**config.mk**
```make
export PLATFORM = sky130hd
export DESIGN_NAME = pipelined_mult_hs
export DESIGN_NICKNAME = d
export VERILOG_FILES = /design/src/rtl/pipelined_mult_hs.sv
export SDC_FILE = /design/constraint.sdc
export NUM_CORES = 2
export LEC_CHECK = 0
export ABC_AREA = 1
export CORE_ASPECT_RATIO = 1.5
export CORE_MARGIN = 2
export CORE_UTILIZATION = 51
export CTS_CLUSTER_DIAMETER = 30
export DETAILED_ROUTE_END_ITERATION = 6
export PLACE_DENSITY = 0.68
export SYNTH_ARGS = -nofsm -noshare
export SYNTH_HDL_FRONTEND = slang
export SYNTH_SLANG_ARGS = --single-unit
```
**constraint.sdc**
```tcl
create_clock -name clk -period 21.6 [get_ports clk]
set_input_delay 4.32 -clock clk [delete_from_list [all_inputs] [get_ports clk]]
set_output_delay 4.32 -clock clk [all_outputs]
set_load 0.005 [all_outputs]
```
**src/rtl/pipelined_mult_hs.sv**
```systemverilog
// Five-stage pipelined WIDTH x WIDTH multiplier with signed/unsigned mode per operation,
// valid/ready handshakes on both sides and a sideband tag carried alongside each operation.
module pipelined_mult_hs #(
    parameter int WIDTH = 32,
    parameter int TAG_W = 4
) (
    input  logic               clk,
    input  logic               rst,
    input  logic               in_valid,
    output logic               in_ready,
    input  logic [WIDTH-1:0]   in_a,
    input  logic [WIDTH-1:0]   in_b,
    input  logic               in_signed,
    input  logic [TAG_W-1:0]   in_tag,
    output logic               out_valid,
    input  logic               out_ready,
    output logic [2*WIDTH-1:0] out_p,
    output logic [TAG_W-1:0]   out_tag,
    output logic               busy
);

    localparam int H  = WIDTH / 2;
    localparam int PW = 2 * WIDTH;

    // Handshake: a transfer happens on a rising edge where valid & ready are both high.
    // The whole pipeline moves as one unit: it advances whenever the output slot is empty
    // or being drained, so in_ready never looks at in_valid and bubbles stay in place.
    logic adv;

    logic [WIDTH-1:0] mag_a;
    logic [WIDTH-1:0] mag_b;
    logic [PW-1:0]    sum;

    logic s1_valid, s2_valid, s3_valid, s4_valid;
    logic s1_sign, s2_sign, s3_sign, s4_sign;
    logic [TAG_W-1:0] s1_tag, s2_tag, s3_tag, s4_tag;

    logic [H-1:0]   s1_ah, s1_al, s1_bh, s1_bl;
    logic [2*H-1:0] s2_hh, s2_hl, s2_lh, s2_ll;
    logic [2*H-1:0] s3_hh, s3_ll;
    logic [2*H:0]   s3_mid;
    logic [PW-1:0]  s4_hh, s4_mid, s4_ll;

    assign adv      = !out_valid || out_ready;
    assign in_ready = adv;
    assign busy     = s1_valid || s2_valid || s3_valid || s4_valid || out_valid;

    // The most negative operand maps to magnitude 2^(WIDTH-1), which still fits unsigned.
    always_comb begin
        mag_a = (in_signed && in_a[WIDTH-1]) ? -in_a : in_a;
        mag_b = (in_signed && in_b[WIDTH-1]) ? -in_b : in_b;
        sum   = s4_hh + s4_mid + s4_ll;
    end

    always_ff @(posedge clk) begin
        if (rst) begin
            s1_valid  <= 1'b0;
            s2_valid  <= 1'b0;
            s3_valid  <= 1'b0;
            s4_valid  <= 1'b0;
            out_valid <= 1'b0;
            out_p     <= '0;
            out_tag   <= '0;
        end else if (adv) begin
            s1_valid  <= in_valid;
            s2_valid  <= s1_valid;
            s3_valid  <= s2_valid;
            s4_valid  <= s3_valid;
            out_valid <= s4_valid;
            out_p     <= s4_sign ? -sum : sum;
            out_tag   <= s4_tag;
        end
    end

    // Datapath registers need no reset: their contents only matter alongside a set valid bit.
    always_ff @(posedge clk) begin
        if (adv) begin
            s1_sign <= in_signed && (in_a[WIDTH-1] ^ in_b[WIDTH-1]);
            s1_tag  <= in_tag;
            s1_ah   <= mag_a[WIDTH-1:H];
            s1_al   <= mag_a[H-1:0];
            s1_bh   <= mag_b[WIDTH-1:H];
            s1_bl   <= mag_b[H-1:0];

            s2_sign <= s1_sign;
            s2_tag  <= s1_tag;
            s2_hh   <= {{H{1'b0}}, s1_ah} * {{H{1'b0}}, s1_bh};
            s2_hl   <= {{H{1'b0}}, s1_ah} * {{H{1'b0}}, s1_bl};
            s2_lh   <= {{H{1'b0}}, s1_al} * {{H{1'b0}}, s1_bh};
            s2_ll   <= {{H{1'b0}}, s1_al} * {{H{1'b0}}, s1_bl};

            s3_sign <= s2_sign;
            s3_tag  <= s2_tag;
            s3_hh   <= s2_hh;
            s3_ll   <= s2_ll;
            s3_mid  <= {1'b0, s2_hl} + {1'b0, s2_lh};

            s4_sign <= s3_sign;
            s4_tag  <= s3_tag;
            s4_hh   <= {s3_hh, {WIDTH{1'b0}}};
            s4_mid  <= {{(H-1){1'b0}}, s3_mid, {H{1'b0}}};
            s4_ll   <= {{WIDTH{1'b0}}, s3_ll};
        end
    end

endmodule
```
==> impl_metrics.json <==
{
  "drv_slew": 0,
  "synth_top_family_by_area": "adder cells",
  "ys_seq_area_frac": 0.238,
  "synth_compound_area_frac": 0.0489,
  "track_usage": 0.253,
  "drcViolationCount": 0,
  "wl_mm": 142,
  "critPathMaxFanout": 129,
  "cts_buffers": 82,
  "fin_crit_sh": 0.499,
  "max-slew-margin-rel": 0.284,
  "final_area_um2": 63000,
  "clkTransAtPathRegs_ns": 0.05,
  "clk_latency_ns": 0.66,
  "start_util": 0.514,
  "antenna_found_initial": 1,
  "routabilityCongestion": 0.928,
  "skew_ns": 0.0525,
  "synth_edf_count": 406,
  "worstSetupStartpointType": "input pin",
  "ys.warnings.count": 0,
  "syn_nets": 8196,
  "yosys.area_share.simple": 0.168,
  "vias_per_cell": 5.17,
  "synthToLayoutAreaGrowth_pct": 9.99,
  "r2r_start": "s1_ah[10]",
  "cts_setup_buffers": 0,
  "dp_hpwl_mm": 107,
  "hp-start": "s2_hh[1]",
  "die_x_um": 278,
  "cts_buffer_depth": 3,
  "synth_commonest_cells": "1764 x inv_1, 1762 x nand2_1, 778 x fa_1",
  "synth-adder-area-share": 0.377,
  "rows": 150,
  "cts_sinks": 479,
  "yosys-top-cells-area": "fa_1 27%, edfxtp_1 21%, inv_1 12%",
  "cts-resized-gates": 0,
  "grt_start_max_net_pins": 175,
  "min_period_ns": 10.78,
  "synth_flop_cell": "edfxtp_1",
  "ys_ff_latch": 479,
  "critPathCaptureType": "output port",
  "crit_start": "out_ready",
  "yosys.area_share.xor_xnor": 0.0366,
  "synth_area_leader_cell": "fa_1",
  "io_buffer_count": 143,
  "synth_most_common_cell": "inv_1",
  "vias": 43700,
  "synthCells": 6861,
  "maxCapViolCount": 0,
  "cts-root-buf": "clkbuf_16",
  "synth_top_area_share": 0.272,
  "worstPathArrival_ns": 6.46,
  "grt_first_pass_wirelength_mm": 232,
  "run_status": "finished, final reports clean",
  "grt-ovfl-total": 0,
  "drive_gt1_frac": 0.0423,
  "critPathRequiredTime_ns": 17.28,
  "rsz0062_at_grt": "no",
  "boundaryPins": 144,
  "synthArstFlopShare": 0,
  "wl_per_cell_um": 16.8,
  "ant_nets": 0,
  "timing.fmax_ghz": 0.0928,
  "final_nets": 8268,
  "worstHoldPathType": "reg2reg",
  "setup_viol": 0,
  "ctsHoldBuffers": 0,
  "cts_htree_levels": 3,
  "synth.area.mux_share": 0,
  "synth_area_um2": 57300,
  "worst_pin_slew_ns": 1.07,
  "grt_pass1_vias": 45700,
  "final-hold-violation-count": 0,
  "synth_cell_types": 50,
  "drt-pass1-iter-count": 7,
  "die_h_um": 415,
  "drtIter0Drc": 2680,
  "syn_avg_cell_area_um2": 8.36,
  "cts_tree": "built",
  "die-area_um2": 115000,
  "postPlaceCellArea_um2": 60300,
  "fin_setup_tns_ns": 0,
  "coreArea_um2": 111000,
  "crit_type": "in2out"
}
-- stage by stage --
stage	hold WS, ns	setup slack [ns]	utilization	instances
6_report	0.382	10.82	0.566	8447
5_1_grt	0.385	10.71	0.566	8446
4_1_cts	0.376	10.83	0.566	8446
3_5_place_dp	0.405	10.83	0.541	8293
3_3_place_gp	0.401	10.85	0.541	8293
2_1_floorplan	0.400	1.41	-	6861
-- logic make-up (layout without fill, tap and decap cells) --
| group | after synthesis | count (layout) |
|---|---|---|
| compound gates | 494 | 494 |
| xor+xnor | 239 | 239 |
| fa+ha+maj | 1262 | 1262 |
| buf+inv | 2004 | 2145 |
| flops | 479 | 479 |
| other cells | 0 | 1 |
| simple gates | 2383 | 2383 |
-- routing by layer --
metal  wire length, um  track usage  vias up
met1             54800        0.300    21100
met5                 0            0        -
li1                  -            -    20700
met3              7830       0.0295      404
met2             71300        0.451     1384
met4              8200        0.131        0
-- cell type report --
class | instances | area (um^2)
clock inverters | 64 | 709
fillers | 10000 | 48400
inverters | 1778 | 6680
repair buffers | 214 | 1980
flip-flops and latches | 479 | 13700
multi-input cells | 4378 | 36100
well taps | 1444 | 1810
clock buffers | 89 | 2080
diodes | 1 | 2.50
-- state kept, by name, summed over array words and instances (netlist names), 32 cells and up --
signal	flops
s2_ll	32
s4_ll	32
s4_hh	32
s3_ll	32
s2_hl	32
s3_hh	32
s4_mid	33
s3_mid	33
s2_lh	32
s2_hh	32
out_p	64
-- worst max-delay path, cell delays in order --
cell,delay [ns]
clkdlybuf4s50_1,0.46
nor2_1,0.13
buf_4,0.21
inv_8,0.61
clkdlybuf4s50_1,0.64
-- placed cells by master, fill, tap and decap left out, drive strengths merged, types with 9 or more instances in the layout --
| master | Yosys | routed |
|---|---|---|
| a21o | 11 | 11 |
| a21oi | 224 | 224 |
| a31oi | 29 | 29 |
| buf | 6 | 71 |
| clkbuf | 220 | 89 |
| clkdlybuf4s50 | 0 | 143 |
| clkinv | 5 | 40 |
| dfxtp | 73 | 73 |
| edfxtp | 406 | 406 |
| fa | 778 | 778 |
| ha | 484 | 484 |
| inv | 1773 | 1794 |
| nand2 | 1786 | 1786 |
| nand3 | 178 | 178 |
| nand3b | 9 | 9 |
| nand4 | 37 | 37 |
| nor2 | 304 | 304 |
| nor3 | 43 | 43 |
| o211ai | 19 | 19 |
| o21ai | 144 | 144 |
| o21bai | 11 | 11 |
| o221ai | 16 | 16 |
| or2 | 16 | 16 |
| xnor2 | 88 | 88 |
| xor2 | 151 | 151 |
-- path summary, 6_finish.rpt --
kind	slack, ns	cells past startpoint	to
setup / recovery	10.82	5	in_ready
hold / removal	0.38	0	s3_hh[1]
setup reg to reg	14.57	23	s2_hl[28]
hold reg to reg	0.38	0	s3_hh[1]
Power is not shown: default switching activity piles up to over one toggle a cycle in this logic, so the estimate is an artifact.
